--- config.mk ---
export PLATFORM = sky130hd
export DESIGN_NAME = i2s_tx
export DESIGN_NICKNAME = d
export VERILOG_FILES = /design/src/rtl/i2s_tx.sv
export SDC_FILE = /design/constraint.sdc
export NUM_CORES = 1
export LEC_CHECK = 0
export ABC_CLOCK_PERIOD_IN_PS = 3300
export BUFFER_PORTS_ARGS = -buffer_cell sky130_fd_sc_hd__buf_4
export CORE_ASPECT_RATIO = 1.25
export CORE_MARGIN = 5
export CORE_UTILIZATION = 49
export DETAILED_ROUTE_END_ITERATION = 12
export MAX_ROUTING_LAYER = met4
export PLACE_DENSITY = 0.78
export SLEW_MARGIN = 20
export SYNTH_ARGS = -nofsm -noshare
export SYNTH_HDL_FRONTEND = slang
export SYNTH_SLANG_ARGS = --single-unit
--- constraint.sdc ---
create_clock -name mclkin -period 3.3 [get_ports mclkin]
set_clock_uncertainty 0.15 [all_clocks]
set_input_delay 0.66 -clock mclkin [delete_from_list [all_inputs] [get_ports mclkin]]
set_output_delay 0.66 -clock mclkin [all_outputs]
set_load 0.1 [all_outputs]
--- src/rtl/i2s_tx.sv ---
// I2S serial transmitter: follows an externally generated word clock, derives a
// phase-locked bit clock and shifts stereo samples out MSB-first with a one-bit delay.
module i2s_tx #(
  parameter int DIVCLK       = 256,
  parameter int BCLK_DIV     = 4,
  parameter int SAMPLE_WIDTH = 24
) (
  input  logic                    mclkin,
  input  logic                    rst,
  input  logic                    word_clk,
  input  logic                    s_valid,
  output logic                    s_ready,
  input  logic [SAMPLE_WIDTH-1:0] s_left,
  input  logic [SAMPLE_WIDTH-1:0] s_right,
  output logic                    bclk,
  output logic                    lrclk,
  output logic                    sdata,
  output logic                    underrun
);

  localparam int SLOTS = DIVCLK / (2 * BCLK_DIV);
  localparam int CW    = $clog2(BCLK_DIV);
  localparam int SLW   = $clog2(SLOTS);

  localparam logic [CW-1:0]  CNT_LAST  = CW'(BCLK_DIV - 1);
  localparam logic [CW-1:0]  CNT_HALF  = CW'(BCLK_DIV / 2);
  localparam logic [SLW-1:0] SLOT_LAST = SLW'(SLOTS - 1);
  localparam logic [SLW-1:0] SLOT_DATA = SLW'(SAMPLE_WIDTH);

  logic                    wc_q, wc_d;
  logic                    active_q, active_d;
  logic [CW-1:0]           cnt_q, cnt_d;
  logic [SLW-1:0]          slot_q, slot_d;
  logic [SAMPLE_WIDTH-1:0] sh_q, sh_d;
  logic [SAMPLE_WIDTH-1:0] frame_l_q, frame_l_d;
  logic [SAMPLE_WIDTH-1:0] frame_r_q, frame_r_d;
  logic [SAMPLE_WIDTH-1:0] hold_l_q, hold_l_d;
  logic [SAMPLE_WIDTH-1:0] hold_r_q, hold_r_d;
  logic                    full_q, full_d;
  logic                    started_q, started_d;
  logic                    bclk_q, bclk_d;
  logic                    lrclk_q, lrclk_d;
  logic                    sdata_q, sdata_d;
  logic                    underrun_q, underrun_d;

  logic edge_e, fall_e, rise_e, accept;

  assign edge_e = (word_clk != wc_q);
  assign fall_e = edge_e & ~word_clk;
  assign rise_e = edge_e & word_clk;
  assign s_ready = ~rst & ~full_q;
  assign accept  = s_valid & s_ready;

  always_comb begin
    wc_d       = word_clk;
    active_d   = active_q;
    cnt_d      = cnt_q;
    slot_d     = slot_q;
    sh_d       = sh_q;
    frame_l_d  = frame_l_q;
    frame_r_d  = frame_r_q;
    hold_l_d   = hold_l_q;
    hold_r_d   = hold_r_q;
    full_d     = full_q;
    started_d  = started_q;
    bclk_d     = bclk_q;
    lrclk_d    = lrclk_q;
    sdata_d    = sdata_q;
    underrun_d = 1'b0;

    if (fall_e) begin
      active_d = 1'b1;
      lrclk_d  = 1'b0;
      cnt_d    = '0;
      slot_d   = '0;
      bclk_d   = 1'b0;
      sdata_d  = 1'b0;
      // Decision uses the pre-edge full flag; a pair accepted this cycle waits a frame.
      if (full_q) begin
        frame_l_d = hold_l_q;
        frame_r_d = hold_r_q;
        full_d    = 1'b0;
      end else begin
        frame_l_d  = '0;
        frame_r_d  = '0;
        underrun_d = started_q;
      end
      sh_d = frame_l_d;
    end else if (active_q) begin
      lrclk_d = word_clk;
      if (rise_e) begin
        cnt_d   = '0;
        slot_d  = '0;
        bclk_d  = 1'b0;
        sdata_d = 1'b0;
        sh_d    = frame_r_q;
      end else begin
        if (cnt_q == CNT_LAST) begin
          cnt_d = '0;
          // Slot index saturates so over-long halves just keep sending zeros.
          if (slot_q != SLOT_LAST) slot_d = slot_q + 1'b1;
          if (slot_q < SLOT_DATA) begin
            sdata_d = sh_q[SAMPLE_WIDTH-1];
            sh_d    = sh_q << 1;
          end else begin
            sdata_d = 1'b0;
          end
        end else begin
          cnt_d = cnt_q + 1'b1;
        end
        bclk_d = (cnt_d >= CNT_HALF);
      end
    end

    if (accept) begin
      hold_l_d  = s_left;
      hold_r_d  = s_right;
      full_d    = 1'b1;
      started_d = 1'b1;
    end
  end

  always_ff @(posedge mclkin) begin
    // The word clock is tracked through reset so release never fakes an edge.
    wc_q <= wc_d;
    if (rst) begin
      active_q   <= 1'b0;
      cnt_q      <= '0;
      slot_q     <= '0;
      sh_q       <= '0;
      frame_l_q  <= '0;
      frame_r_q  <= '0;
      hold_l_q   <= '0;
      hold_r_q   <= '0;
      full_q     <= 1'b0;
      started_q  <= 1'b0;
      bclk_q     <= 1'b0;
      lrclk_q    <= 1'b0;
      sdata_q    <= 1'b0;
      underrun_q <= 1'b0;
    end else begin
      active_q   <= active_d;
      cnt_q      <= cnt_d;
      slot_q     <= slot_d;
      sh_q       <= sh_d;
      frame_l_q  <= frame_l_d;
      frame_r_q  <= frame_r_d;
      hold_l_q   <= hold_l_d;
      hold_r_q   <= hold_r_d;
      full_q     <= full_d;
      started_q  <= started_d;
      bclk_q     <= bclk_d;
      lrclk_q    <= lrclk_d;
      sdata_q    <= sdata_d;
      underrun_q <= underrun_d;
    end
  end

  assign bclk     = bclk_q;
  assign lrclk    = lrclk_q;
  assign sdata    = sdata_q;
  assign underrun = underrun_q;

endmodule
Yosys cells after proc, flatten, opt, wreduce, memory -nomap -nowiden
Cells that the tools add are included.

storage, ports and cells
  bits in registers = 111
  input bits = 52
  output and inout port bits = 5
  word-level logic and storage cells = 61

operators by class
  add/subtract/negate cells = 2
  $lt $le $gt $ge = 2
  eq/ne operators = 3
  mux-type cells = 21
  bitwise operators = 8
  reductions and logical operators = 11

operator list
  cell                 count
  $mux 24              7
  $mux 5               3
  $mux 2               5
  $reduce_bool 2->1    4
  $mux 1               6
  $reduce_and 3->1     2
  $reduce_bool 3->1    2
  $add 5x1->5 const B  1
  $lt 5x5->1 const B   1
  $ne 5x5->1 const B   1
  $and 1x1->1          4
  $not 1->1            4
  $reduce_or 3->1      1
  $add 2x1->2 const B  1
  $eq 2x2->1 const B   1
  $ge 2x2->1 const B   1
  $reduce_and 2->1     1
  $reduce_or 2->1      1
  $ne 1x1->1           1

Depth between registers and ports, before layout
  depth after elaboration = 7
  gate-level depth with buffers = 9
  depth with buffers taken out = 7

Least setup slack after synthesis
No wires, ideal clock.

  kind = input to register
  start point = input rst
  end point = register hold_r_q[10]
  library setup time = 0.074 ns
  data arrival time = 2.719 ns
  slack = 0.356 ns
  cell stages on the path = 7
  path buffers = 3
  cells stage by stage = nor2_1 > and2_1 > buf_4 > buf_4 > buf_4 > nand2_1 > o21ai_0

between the ends
  word-level cells in the longest chain between the ends = 3

ends and longest elaborated chain
  item                    RTL line  text
  start: declaration      9         input logic rst,
  $not 1->1               51        assign s_ready = ~rst & ~full_q;
  $and 1x1->1             51
  $and 1x1->1             52        assign accept = s_valid & s_ready;
  end signal: assignment  149       hold_r_q <= hold_r_d;
  end: declaration        38        logic [SAMPLE_WIDTH-1:0] hold_r_q, hold_r_d;

Parallel ways exist; a longest one is shown, timed or not.
A chain may end at the register's enable or synchronous reset.

Worst setup path in the final report
  start point = register full_q
  end point = output s_ready

between the ends
  word-level cells in the longest chain between the ends = 2

ends and longest elaborated chain
  item                      RTL line  text
  start: declaration        39        logic full_q, full_d;
  start signal: assignment  150       full_q <= full_d;
  $not 1->1                 51
  $and 1x1->1               51
  end: declaration          12        output logic s_ready,

Every way passes these cells.

==> metrics.yaml <==
power_and_ir_drop:
  swShare: 0.2409
  power.density_nw_per_um2: 519.3
  p_seq_frac: 0.526
  pwr-share-comb: 0.086
  p_leak_nw: 2.005
  p_clk_frac: 0.389
  internal_power_mw: 2.061
  p_sw_mw: 0.6540
  irDropWorstVdd_mv: 0.3457
hold_path:
  min-delay-start: "word_clk"
  min_path_type: "in2reg"
  hold_end: "wc_q"
  hold_path_depth: 1
flow_run:
  maxCapViolations: 0
critical_path:
  crit_arrival_ns: 1.65
  crit_required_ns: 2.49
  cp_cell_sequence: "nor2_1 -> buf_4"
  critical_path.max_stage_delay_ns: 0.84
  crit_buf_inv: 1
  crit_type: "reg2out"
  cp-start-kind: "register"
  end_kind: "output port"
  r2r-start: "full_q"
  cpMaxStageDelayCell: "dfxtp_1"
  crit_fanout: 20
  reg2reg_slack_ns: 1.19
  worstReg2RegEnd: "hold_l_q[14]"
  r2r_cells: 5
  cp_top_family: "flip-flops"
global_routing:
  antenna_found_initial: 0
  grtUsageTotal: 0.1854
  grt_max_degree: 67
  grt_pass1_wl_um: 16460
  grt_pass1_vias: 3687
  grt_overflow: 0
sta:
  tightest_slew_ns: 0.8016
  setup_viol: 0
  fin_crit_ns: 2.459
  final_hold_viol_count: 0
  max_freq_mhz: 406.7
  fin_ws_ns: 0.8409
  slew_violations: 0
  timing.final.crit_share: 0.7452
  rsz0062_at_grt: "no"
  fin_setup_tns_ns: 0
  slew_headroom: 0.4648
cells_and_area:
  area_growth_pct: 14.97
  final_nets: 653
  drive_above_1_share: 0.1464
  finish.utilization: 0.5730
  final_common_cell: "nand2_1"
  layout.cells.non_filler: 724
  n_antenna_cell: 0
  fillers: 843
  mostFrequentLayoutCells: "138 x nand2_1, 110 x dfxtp_1, 67 x o21ai_0"
route:
  drcViolationCount: 0
  via_count: 3738
  ant_nets: 0
  dr.pass1.iters: 4
  drtIter0Drc: 271
  via_per_inst: 5.163
  wire_per_inst_um: 13.29
  routed_wl_um: 9621
placed_design:
  io_buffers: 56
  place_inst: 708
  hpwl_um: 6362
  post-place-ws_ns: 0.9404
  place.gp.congestion: 0.8213
logic_synthesis:
  synth_cell_types: 37
  ys_warn_count: 0
  ys_seq_area_frac: 0.4842
  async_flop_share: 0
  synth-edff-count: 0
  synth_seq_cells: 110
  syn_avg_cell_area_um2: 8.064
  postSynthCellCount: 564
  syn-cell-area_um2: 4548
  ys.flop_type: "dfxtp_1"
  synth_nets: 621
floorplan:
  rows: 39
  initial_core_util: 0.4984
  ios: 57
  fp.dieH_um: 117.7
  dieArea_um2: 11320
  die_w_um: 96.17
  core_um2: 9125
clock_network:
  clock_latency_ns: 0.35
  numCtsBuffers: 9
  cts_root_buf: "clkbuf_16"
  htree_num_levels: 3
  hold_buffers: 0
  cts-resized-gates: 0
  cts_buffer_depth: 2
  cts_tree: "done"
  cts.sinks: 110
  cts_setup_buffers: 0
  clkTransAtPathRegs_ns: 0.07
status:
  status: "completed"
[layer usage]
layer,vias to the layer above,part of all wire,global-route usage
met5,-,0,-
met4,0,0.013,0.06317
met3,8,0.044,0.04923
met2,77,0.49,0.2873
met1,1720,0.46,0.2316
li1,1933,-,-
[stage by stage]
stage | hold WS, ns | cell area (µm²) | total power [mW]
floorplan | 0.2684 | 4548 | 1.609
global placement | 0.2947 | 4938 | 1.682
detailed placement | 0.2987 | 4938 | 1.690
CTS | 0.2803 | 5229 | 2.742
global route | 0.2869 | 5229 | 2.828
finish | 0.2982 | 5229 | 2.715
[Yosys cell counts, types with 2 or more instances]
cell type,instances,area [µm²]
o21ai_1,2,10.01
inv_1,6,22.52
mux2i_1,25,250.2
nand3_1,19,95.09
ha_1,5,62.56
o22ai_1,6,37.54
nor2b_1,24,150.1
clkbuf_1,9,33.78
buf_4,10,75.07
clkbuf_8,2,27.53
and3_1,2,12.51
a21o_1,2,15.01
nor2_1,42,157.7
clkbuf_2,3,15.01
o21ai_0,67,335.3
buf_2,20,100.1
dfxtp_1,110,2202
a21oi_1,53,265.3
nand2_1,138,518.0
a22oi_1,2,15.01
[how the worst max path moves through the flow]
stage | startpoint | to | slack [ns] | cells past startpoint
after global routing | full_q | s_ready | 0.76 | 2
after floorplan | rst | hold_r_q[10] | 0.36 | 7
final | full_q | s_ready | 0.84 | 2
after detailed placement | rst | sh_q[3] | 0.94 | 5
after global placement | rst | sh_q[4] | 0.99 | 5
after CTS | full_q | s_ready | 0.85 | 2
[flip-flops by register name, indices dropped and copies added (netlist names)]
register / cells
active_q: 1
cnt_q: 2
frame_r_q: 24
full_q: 1
hold_l_q: 24
hold_r_q: 24
lrclk: 1
sdata: 1
sh_q: 24
slot_q: 5
started_q: 1
underrun: 1
wc_q: 1
[worst reg2reg max path, stage by stage (launching register included)]
cell and delay [ns]:
dfxtp_1 0.84, nor2_1 0.18, and2_2 0.26, buf_4 0.28, nand2_1 0.17, o21ai_0 0.08
[power by group through the flow]
stage          registers (mW)  clock network, mW  logic, mW
6_report                 1.43               1.06      0.232
5_1_grt                  1.43               1.13      0.261
4_1_cts                  1.43               1.08      0.234
3_5_place_dp             1.46                  0      0.233
3_3_place_gp             1.46                  0      0.227
2_1_floorplan            1.44                  0      0.167
[area by class of cell]
| cell class | instances | area (µm²) | area share |
|---|---|---|---|
| clock inverters | 7 | 65.06 | 0.01244 |
| clock buffers | 9 | 225.2 | 0.04307 |
| multi-input cells | 403 | 2064 | 0.3948 |
| repair buffers | 66 | 495.5 | 0.09476 |
| flip-flops and latches | 110 | 2202 | 0.4212 |
| well taps | 123 | 153.9 | 0.02943 |
| inverters | 6 | 22.52 | 0.004307 |
[cells by family (layout without fill, tap and decap cells)]
kind of cell    Yosys count  after routing  share of synthesized area
flops                   110            110                     0.4842
mux                      25             25                    0.05502
fa+ha+maj                 5              5                    0.01376
simple gates            236            236                     0.2212
compound gates          137            137                     0.1631
buf+inv                  51             88                    0.06272
(Power assumes the default switching activity.)
